[src/rtl/pipeline_exec_ctrl_if.sv]
// Command/status bundle between the debug front-end and the pipeline execution controller.
interface pipeline_exec_ctrl_if #(
    parameter int CNTBITS = 32
);
    logic               i_cmd_run;
    logic               i_cmd_step;
    logic               i_cmd_stop;
    logic               i_cmd_clear;
    logic               i_halt;
    logic               o_pipe_enable;
    logic               o_busy;
    logic               o_done;
    logic               o_step_ack;
    logic               o_pipe_clear;
    logic [2:0]         o_state;
    logic [CNTBITS-1:0] o_cycle_count;

    modport slave (
        input  i_cmd_run, i_cmd_step, i_cmd_stop, i_cmd_clear, i_halt,
        output o_pipe_enable, o_busy, o_done, o_step_ack, o_pipe_clear,
        output o_state, o_cycle_count
    );

    modport master (
        output i_cmd_run, i_cmd_step, i_cmd_stop, i_cmd_clear, i_halt,
        input  o_pipe_enable, o_busy, o_done, o_step_ack, o_pipe_clear,
        input  o_state, o_cycle_count
    );
endinterface

[src/rtl/pipeline_exec_ctrl.sv]
// Whole-pipeline execution sequencer: idle / free-run / single-step / post-HALT drain.
// Its enable is ANDed downstream with hazard stalls, so it never forces progress.
module pipeline_exec_ctrl #(
    parameter int CNTBITS      = 32,
    parameter int DRAIN_CYCLES = 4
) (
    input  logic                 i_clk,
    input  logic                 i_rst_n,
    pipeline_exec_ctrl_if.slave  bus
);
    localparam int DCW = $clog2(DRAIN_CYCLES + 1);

    localparam logic [2:0] ST_IDLE  = 3'd0;
    localparam logic [2:0] ST_RUN   = 3'd1;
    localparam logic [2:0] ST_STEP  = 3'd2;
    localparam logic [2:0] ST_DRAIN = 3'd3;
    localparam logic [2:0] ST_DONE  = 3'd4;

    logic [2:0]         state_q, state_d;
    logic [DCW-1:0]     drain_q, drain_d;
    logic [CNTBITS-1:0] cnt_q, cnt_d;
    logic               pipe_clear_q, pipe_clear_d;
    logic               enable;

    always_comb begin
        enable = (state_q == ST_RUN) || (state_q == ST_STEP) || (state_q == ST_DRAIN);
    end

    always_comb begin
        state_d      = state_q;
        drain_d      = drain_q;
        pipe_clear_d = 1'b0;
        cnt_d        = cnt_q;
        // Saturating count of enabled cycles; a clear below overrides it.
        if (enable && (cnt_q != {CNTBITS{1'b1}})) begin
            cnt_d = cnt_q + CNTBITS'(1);
        end

        case (state_q)
            ST_IDLE: begin
                if (bus.i_cmd_clear) begin
                    pipe_clear_d = 1'b1;
                    cnt_d        = '0;
                end else if (bus.i_cmd_run) begin
                    state_d = ST_RUN;
                end else if (bus.i_cmd_step) begin
                    state_d = ST_STEP;
                end
            end
            ST_RUN: begin
                if (bus.i_halt) begin
                    state_d = ST_DRAIN;
                    drain_d = DCW'(DRAIN_CYCLES);
                end else if (bus.i_cmd_stop) begin
                    state_d = ST_IDLE;
                end
            end
            ST_STEP: begin
                if (bus.i_halt) begin
                    state_d = ST_DRAIN;
                    drain_d = DCW'(DRAIN_CYCLES);
                end else begin
                    state_d = ST_IDLE;
                end
            end
            ST_DRAIN: begin
                // Counter holds the enabled cycles still owed, including this one.
                if (drain_q <= DCW'(1)) begin
                    state_d = ST_DONE;
                    drain_d = '0;
                end else begin
                    drain_d = drain_q - DCW'(1);
                end
            end
            ST_DONE: begin
                if (bus.i_cmd_clear) begin
                    state_d      = ST_IDLE;
                    pipe_clear_d = 1'b1;
                    cnt_d        = '0;
                end
            end
            default: begin
                state_d = ST_IDLE;
            end
        endcase
    end

    always_ff @(posedge i_clk or negedge i_rst_n) begin
        if (!i_rst_n) begin
            state_q      <= ST_IDLE;
            drain_q      <= '0;
            cnt_q        <= '0;
            pipe_clear_q <= 1'b0;
        end else begin
            state_q      <= state_d;
            drain_q      <= drain_d;
            cnt_q        <= cnt_d;
            pipe_clear_q <= pipe_clear_d;
        end
    end

    assign bus.o_pipe_enable = enable;
    assign bus.o_busy        = enable;
    assign bus.o_done        = (state_q == ST_DONE);
    assign bus.o_step_ack    = (state_q == ST_STEP);
    assign bus.o_pipe_clear  = pipe_clear_q;
    assign bus.o_state       = state_q;
    assign bus.o_cycle_count = cnt_q;
endmodule

[src/flat_wrapper.sv]
// flat-port wrapper written by rule: the top's interface ports become plain ports
module pipeline_exec_ctrl_flat 
#(
    parameter int CNTBITS      = 32,
    parameter int DRAIN_CYCLES = 4
)
  (i_clk, i_rst_n, bus_i_cmd_run, bus_i_cmd_step, bus_i_cmd_stop, bus_i_cmd_clear, bus_i_halt, bus_o_pipe_enable, bus_o_busy, bus_o_done, bus_o_step_ack, bus_o_pipe_clear, bus_o_state, bus_o_cycle_count);
  pipeline_exec_ctrl_if #(.CNTBITS(CNTBITS)) bus_i ();
  input  logic i_clk;
  input  logic i_rst_n;
  input wire logic [$bits(bus_i.i_cmd_run)-1:0] bus_i_cmd_run;
  input wire logic [$bits(bus_i.i_cmd_step)-1:0] bus_i_cmd_step;
  input wire logic [$bits(bus_i.i_cmd_stop)-1:0] bus_i_cmd_stop;
  input wire logic [$bits(bus_i.i_cmd_clear)-1:0] bus_i_cmd_clear;
  input wire logic [$bits(bus_i.i_halt)-1:0] bus_i_halt;
  output wire logic [$bits(bus_i.o_pipe_enable)-1:0] bus_o_pipe_enable;
  output wire logic [$bits(bus_i.o_busy)-1:0] bus_o_busy;
  output wire logic [$bits(bus_i.o_done)-1:0] bus_o_done;
  output wire logic [$bits(bus_i.o_step_ack)-1:0] bus_o_step_ack;
  output wire logic [$bits(bus_i.o_pipe_clear)-1:0] bus_o_pipe_clear;
  output wire logic [$bits(bus_i.o_state)-1:0] bus_o_state;
  output wire logic [$bits(bus_i.o_cycle_count)-1:0] bus_o_cycle_count;
  assign bus_i.i_cmd_run = bus_i_cmd_run;
  assign bus_i.i_cmd_step = bus_i_cmd_step;
  assign bus_i.i_cmd_stop = bus_i_cmd_stop;
  assign bus_i.i_cmd_clear = bus_i_cmd_clear;
  assign bus_i.i_halt = bus_i_halt;
  assign bus_o_pipe_enable = bus_i.o_pipe_enable;
  assign bus_o_busy = bus_i.o_busy;
  assign bus_o_done = bus_i.o_done;
  assign bus_o_step_ack = bus_i.o_step_ack;
  assign bus_o_pipe_clear = bus_i.o_pipe_clear;
  assign bus_o_state = bus_i.o_state;
  assign bus_o_cycle_count = bus_i.o_cycle_count;
  pipeline_exec_ctrl #(.CNTBITS(CNTBITS), .DRAIN_CYCLES(DRAIN_CYCLES)) u_core (.i_clk(i_clk), .i_rst_n(i_rst_n), .bus(bus_i));
endmodule
[config.mk]
export PLATFORM = sky130hd
export DESIGN_NAME = pipeline_exec_ctrl_flat
export DESIGN_NICKNAME = d
export VERILOG_FILES = /design/src/rtl/pipeline_exec_ctrl_if.sv /design/src/rtl/pipeline_exec_ctrl.sv /design/src/flat_wrapper.sv
export SDC_FILE = /design/constraint.sdc
export NUM_CORES = 1
export LEC_CHECK = 0
export BUFFER_PORTS_ARGS = -buffer_cell sky130_fd_sc_hd__buf_2
export CORE_AREA = 2 2 67 82
export DETAILED_ROUTE_END_ITERATION = 10
export DIE_AREA = 0 0 69 84
export PLACE_DENSITY = 0.81
export SETUP_SLACK_MARGIN = 0.2
export SLEW_MARGIN = 20
export SYNTH_ARGS = -nofsm -noshare
export SYNTH_HDL_FRONTEND = slang
export SYNTH_SLANG_ARGS = --single-unit
[constraint.sdc]
create_clock -name i_clk -period 2.6 [get_ports i_clk]
set_input_delay 0.13 -clock i_clk [delete_from_list [all_inputs] [get_ports i_clk]]
set_output_delay 0.13 -clock i_clk [all_outputs]
set_load 0.02 [all_outputs]
Yosys cells after proc, flatten, opt, wreduce, memory -nomap -nowiden --
Cells that the tools add are included.
Storage, ports and cells: register bits 39, bits of input ports 7, output and inout bits 40, word-level logic and storage cells 44
Cells by class: order comparisons 1, reductions and logical operators 9, $add $sub $neg 2, equal/unequal tests 11, mux-type cells 17
Operators with widths (count):
- two-way mux 32 bit | 3
- adder 32 x 1 -> 32 bit (second input constant) | 1
- inequality test 32 bit (second input constant) | 1
- two-way mux 3 bit | 9
- case mux 3 bit (5 select lines) | 1
- == test 3 x 2 -> 1 bit (second input constant) | 2
- inequality test 2 bit (second input constant) | 3
- inequality test 3 bit (second input constant) | 2
- case mux 3 bit (2 select lines) | 1
- AND reduction 5 bit | 1
- OR reduction 2 bit | 2
- == test 3 x 1 -> 1 bit (second input constant) | 1
- == test 3 bit (second input constant) | 1
- less-or-equal comparator 3 x 1 -> 1 bit (second input constant) | 1
- zero test 3 bit | 1
- subtractor 3 x 1 -> 3 bit (second input constant) | 1
- logical OR 1 bit | 2
- two-way mux 1 bit | 2
- two-way mux 2 bit | 1
- inequality test 2 x 1 -> 1 bit (second input constant) | 1
- AND reduction 2 bit | 1
- nonzero test 2 bit | 1
- logical AND 1 bit | 1

Longest topological paths before layout --
Gate-level depths: netlist of run 1.
depth in word-level cells 7, mapped depth 8, mapped depth without buffers 6

Worst setup path before layout of run 1 --
Ideal clock, no wire load.
path type register to register, from reg u_core.cnt_q[0] (netlist: u_core.bus.o_cycle_count[0]), to reg u_core.cnt_q[5] (netlist: u_core.bus.o_cycle_count[5]), data required time 2.527 ns, data arrival time 2.142 ns, stages on the path, launching flop included 8, path slack 0.385 ns, library setup time 0.073 ns, path buffers 1, period minus slack after synthesis 2.215 ns, cell sequence dfrtp_1 ha_1 nand3_1 or4_4 o31ai_4 buf_6 o21ai_1 a21oi_2
On the way: cells in the longest elaborated chain, start to end 5, elaborated cells between the ends (all ways) 6, classes of those cells add/sub (1); eq/ne (1); mux (3); reduce/logical (1)
Ends and longest elaborated chain:
- start: declaration | line pipeline_exec_ctrl.sv:21 | logic [CNTBITS-1:0] cnt_q, cnt_d;
- start signal: assignment | line pipeline_exec_ctrl.sv:97 | cnt_q <= cnt_d;
- parallel branches: the longest is 2 deep, another holds adder 32 x 1 -> 32 bit
- two-way mux 32 bit (*) | line pipeline_exec_ctrl.sv:35 | if (enable && (cnt_q != {CNTBITS{1'b1}})) begin
- two-way mux 32 bit | line pipeline_exec_ctrl.sv:41, pipeline_exec_ctrl.sv:76
- two-way mux 32 bit (*)
- via u_core.cnt_d[5] | line pipeline_exec_ctrl.sv:21
Mark *: on every way through the listed nets, which the timed path passes. A chain may end at the register's enable or synchronous reset.

Worst setup path in the final report of run 1 --
from reg u_core.cnt_q[0] (netlist: u_core.bus.o_cycle_count[0]), to reg u_core.cnt_q[11] (netlist: u_core.bus.o_cycle_count[11])
Same word-level chain as after synthesis.

==> qor.yml, run 1 <==
final_cell_area_mm2: 0.00276
grt_pass1_vias: 2132
reg2reg_from: "u_core.bus.o_cycle_count[0]$_DFF_PN0_"
firstDrtPassIters: 4
setup_viol: 0
hold_path_end: "u_core.bus.o_state[2]$_DFFE_PN0P_"
overflow: 0
relSlewSlack: 0.421
drv_slew: 0
place_congestion: 0.850
status: "finished clean"
routed_via_density: 5.92
worstSetupPathType: "register to register"
clk_pin_slew_worst_paths_ps: 80
grt_max_degree: 40
hpwl_mm: 4.19
drive_gt1_frac: 0.269
dpl.cell_count: 369
slowest_stage: "or4_4"
hold_viol_final: 0
synth_edf_count: 0
worst-path-buf-inv: 1
synth_top_family_by_area: "simple AND/OR/NAND/NOR gates"
synthXorXnorAreaFrac: 0.0113
worst_pin_slew_ps: 868
hp-class: "input pin to register"
end_kind: "register"
final_cell_mix: "buf_2, dfrtp_1, nand2_1"
critPathLaunch: "u_core.bus.o_cycle_count[0]$_DFF_PN0_"
wirelength_mm: 5.72
synth-warning-count: 0
pin_count: 47
cp.required_ps: 2790
cp_max_fo: 7
cts_inserted_buffers: 5
power_uw: 1950
leakagePower_uw: 0.00130
die_w_um: 69
crit_cells: 7
min_period_ps: 2270
fill_cells: 483
antenna_found_initial: 0
synth_mux_area_frac: 0.0215
finalNetCount: 325
drt_iter0_markers: 159
ff2ff_path_depth: 7
ys_ff_latch: 39
synth_compound_area_frac: 0.196
synth_fp_nets: 270
min_from: "bus_i_cmd_clear"
cpLargestDelayFamily: "simple AND/OR/NAND/NOR gates"
layoutNonFillerInstCount: 378
cts.path.max_buffers: 2
track_usage: 0.204
ys_async_sr_fraction: 1.00
setup_tns_ps: 0
synth_simple_gate_area_frac: 0.292
syn2layout_area_growth_pct: 18.4
fmax_mhz: 440
synth.area.top_cells: "dfrtp_1, nand2_1, nand4_1"
drtAntennaViolNets: 0
insertion_delay_ps: 300
dp_worst_setup_slack_ps: 298
cp.arrival_ps: 2460
htree_levels: 2
worstPathCellList: "ha_1 -> nand3_1 -> or4_4 -> o31ai_4 -> buf_4 -> nor4_1 -> o21a_1"
max_stage_delay_ps: 590
core_area_mm2: 0.00508
start_kind: "register"
cts_setup_buffers: 0
min_path_cells: 2
ctsResizeCount: 0
ys_types: 51
period_share: 0.873
rrSetupSlack_ps: 330
synthCells: 260
ir_worst_vdd_mv: 0.739
portBuffers: 46
fin_skew_ps: 6.60
power_density_mw_per_mm2: 708
final_common_cell: "buf_2"
cts_root_buf: "clkbuf_8"
die_area_mm2: 0.00580
tritoncts: "yes"
avgSynthCellArea_um2: 8.95
synth_top_cell_area_share: 0.419
setup_ws_ps: 330
yosys.area.top_type: "dfrtp_1"
synthesis.area_mm2: 0.00233
r2r-end: "u_core.bus.o_cycle_count[11]$_DFF_PN0_"
drc: 0
dpl-instance-area_mm2: 0.00266
yosysSeqAreaShare: 0.419
diodes: 0
die_y_um: 84
synthFlopType: "dfrtp_1"
cts_sinks: 39
grt_pass1_wl_mm: 9.69
drv_cap: 0
synth_fa_ha_area_frac: 0.0161
rsz0062_at_grt: "no"
rows: 29
initial_utilization: 0.458
vias: 2236
drt-wirelength-per-cell_um: 15.1
how the worst max path moves through the flow:
stage | end | slack, ps
3_5_place_dp | u_core.bus.o_cycle_count[11]$_DFF_PN0_ | 300
6_report | u_core.bus.o_cycle_count[11]$_DFF_PN0_ | 330
2_1_floorplan | u_core.bus.o_cycle_count[5]$_DFF_PN0_ | 380
3_3_place_gp | u_core.bus.o_cycle_count[11]$_DFF_PN0_ | 380
5_1_grt | u_core.bus.o_cycle_count[11]$_DFF_PN0_ | 200
4_1_cts | u_core.bus.o_cycle_count[11]$_DFF_PN0_ | 290
stage by stage:
stage                     hold slack [ps]   util
after floorplan                      -166      -
after global routing                 78.5  0.542
after CTS                            61.6  0.542
after global placement                296  0.524
final                                69.1  0.542
after detailed placement              294  0.524
per-layer routing:
layer  vias up  wire (um)  share of wire  GRT usage
met3         8        245          0.043     0.0459
met1      1074       2490           0.44      0.245
li1       1101          -              -          -
met4         0         88          0.015     0.0838
met5         -          0              0          0
met2        53       2890           0.51      0.349
layout make-up:
class                   instances  area (um^2)  area share
multi-input cells             200         1250       0.454
repair buffers                 59          330       0.120
well taps                      62         77.6      0.0282
inverters                      10         37.5      0.0136
clock buffers                   5         68.8      0.0250
flip-flops and latches         39          976       0.354
clock inverters                 3         15.0     0.00545
synthesized netlist by cell type (all sizes together) (3+ instances only):
cell type  number
nand2          32
nor3            6
or4             8
and4            6
o21ai          15
nand4          18
inv             9
nand3          12
mux2i           5
dfrtp          39
or3            11
ha              3
a21oi          16
o31ai           5
buf             5
clkbuf          6
a41o            4
nor3b           3
and3            5
o211ai          4
nor2           18
a31oi           7
flip-flops by register name, indices dropped and copies added (netlist names):
register,count
u_core.bus.o_cycle_count,32
u_core.bus.o_state,3
u_core.drain_q,3
u_core.bus.o_pipe_clear,1
power by group:
group | switching (uW) | internal [uW] | leakage, uW
combinational | 497 | 261 | 0.000724
sequential | 116 | 676 | 0.000531
clock | 218 | 184 | 0.0000477
repair_timing:
item                       4_1_cts  5_1_grt
hold buffers                     1        0
hold endpoints to repair        39        0
setup endpoints to repair        0        2
cell families (layout without fill, tap and decap cells):
| logic type | Yosys count | in the layout |
|---|---|---|
| adders and majority gates | 3 | 3 |
| DFF | 39 | 39 |
| buffers and inverters | 21 | 77 |
| AOI/OAI and AO/OA | 64 | 64 |
| muxes | 5 | 5 |
| xor gates and xnor gates | 3 | 3 |
| and+or+nand+nor | 125 | 125 |
No activity file was read; power rests on OpenSTA's default activity.
==> inputs of run 2 (changes only) <==
- BUFFER_PORTS_ARGS: -buffer_cell sky130_fd_sc_hd__buf_2 -> not set
- DONT_BUFFER_PORTS: not set -> 1
- PLACE_DENSITY: 0.81 -> 0.73
==> run 2 against run 1 <==
Largest power group is now combinational logic. Final area shrank 3.2%. Critical path type unchanged. Critical endpoint unchanged. Global-route usage up 0.42 points. Highest routed layer unchanged. Non-clock buffer count down 32. Sequential cell count unchanged. Routed wire length is 3.6% higher.
==> qor.yml, run 2 (same netlist as run 1, synthesis figures left out) <==
cp.required_ps: 2780
critPathLaunch: "u_core.bus.o_cycle_count[7]$_DFF_PN0_"
core_area_mm2: 0.00508
end_kind: "register"
p_seq_frac: 0.360
drive_gt1_frac: 0.183
cp_max_fo: 17
dpl-instance-area_mm2: 0.00252
final_cell_mix: "dfrtp_1, nand2_1, buf_4"
period_share: 0.882
overflow: 0
drv_slew: 0
setup_ws_ps: 306
fill_cells: 498
start_kind: "register"
initial_utilization: 0.458
wl_met3_um: 324
worst_pin_slew_ps: 675
fmax_mhz: 436
cts_sinks: 39
leakagePower_uw: 0.00115
pin_count: 47
drtAntennaViolNets: 0
p_sw_frac: 0.412
rsz0062_at_grt: "no"
max_stage_delay_ps: 640
firstDrtPassIters: 4
grt_max_degree: 40
tritoncts: "yes"
multiInputGateArea_mm2: 0.00126
hp-class: "input pin to register"
antenna_found_initial: 0
clockPowerShare: 0.227
final_common_cell: "dfrtp_1"
die_w_um: 69
internal-power_uw: 1190
grt_pass1_vias: 2045
syn2layout_area_growth_pct: 14.6
hold_viol_final: 0
wl_met1_mm: 2.46
drc: 0
vias: 2163
dp_worst_setup_slack_ps: 363
reg2reg_from: "u_core.bus.o_cycle_count[7]$_DFF_PN0_"
insertion_delay_ps: 290
track_usage: 0.208
routed_via_density: 6.25
p_switching_uw: 830
seq_area_um2: 976
worstPathCellList: "nand4_1 -> or4_4 -> o31ai_4 -> buf_4 -> nor4_1 -> o21a_1"
die_area_mm2: 0.00580
cts.path.max_buffers: 2
rows: 29
p_comb_frac: 0.413
largest_reg_flops: 32
power_density_mw_per_mm2: 755
min_period_ps: 2290
fin_skew_ps: 6.10
clk_pin_slew_worst_paths_ps: 80
status: "finished clean"
worstSetupPathType: "register to register"
die_y_um: 84
cts_root_buf: "clkbuf_8"
portBuffers: 0
wirelength_mm: 5.93
relSlewSlack: 0.549
wl_met2_mm: 3.03
ir_worst_vdd_mv: 0.604
drv_cap: 0
final_cell_area_mm2: 0.00267
drt_iter0_markers: 185
htree_levels: 2
diodes: 0
slowest_stage: "or4_4"
finalNetCount: 293
grt_pass1_wl_mm: 9.85
cts_inserted_buffers: 5
setup_viol: 0
drt-wirelength-per-cell_um: 17.1
hpwl_mm: 4.17
cp.arrival_ps: 2480
place_congestion: 0.817
final_util: 0.525
min_from: "bus_i_halt"
top_layer_used: "met4"
setup_tns_ps: 0
whs_ps: 77.2
## run 2: worst max-delay path: cells and delay by family, from the launching register on
family	cells	cell delay, ps
simple gates	3	1010
flops	1	520
compound gates	2	410
buf+inv	1	250
## run 2: per-stage QoR
stage	instances	total power, uW
finish	346	2020
global route	346	2140
CTS	346	2030
detailed placement	335	1550
global placement	335	1520
floorplan	260	1330
## run 2: final cells by class
| cell class | count | share of cell area |
|---|---|---|
| multi-input cells | 200 | 0.471 |
| flip-flops and latches | 39 | 0.366 |
| repair buffers | 27 | 0.0826 |
| clock buffers | 8 | 0.0375 |
| well taps | 62 | 0.0291 |
| inverters | 10 | 0.0141 |
## run 2: final timing paths
| check | cells after the start | slack (ps) | endpoint |
|---|---|---|---|
| setup reg to reg | 6 | 310 | u_core.bus.o_cycle_count[11]$_DFF_PN0_ |
| setup / recovery | 6 | 310 | u_core.bus.o_cycle_count[11]$_DFF_PN0_ |
| hold / removal | 2 | 80 | u_core.bus.o_state[0]$_DFFE_PN0P_ |
| max in group asynchronous | 2 | 2090 | u_core.drain_q[0]$_DFFE_PN0P_ |
| min in group asynchronous | 2 | 310 | u_core.bus.o_cycle_count[5]$_DFF_PN0_ |
| hold reg to reg | 2 | 520 | u_core.drain_q[2]$_DFFE_PN0P_ |
## run 2: power by group through the flow
stage	clock, uW	sequential [uW]	combinational [uW]
floorplan	0	811	517
global placement	0	735	789
detailed placement	0	738	811
CTS	469	726	831
global route	485	735	918
finish	457	726	832
## run 2: repair_timing
| action | 4_1_cts | 5_1_grt |
|---|---|---|
| hold buffers | 3 | 0 |
| setup endpoints to repair | 0 | 3 |
| gates resized for setup | 0 | 1 |
| buffers inserted | 0 | 0 |
| hold endpoints to repair | 40 | 0 |
## run 2: routing by layer
layer,vias to the layer above,global-route usage
li1,1035,-
met1,1047,0.244
met2,70,0.368
met3,11,0.0519
met4,0,0.0660
met5,-,0
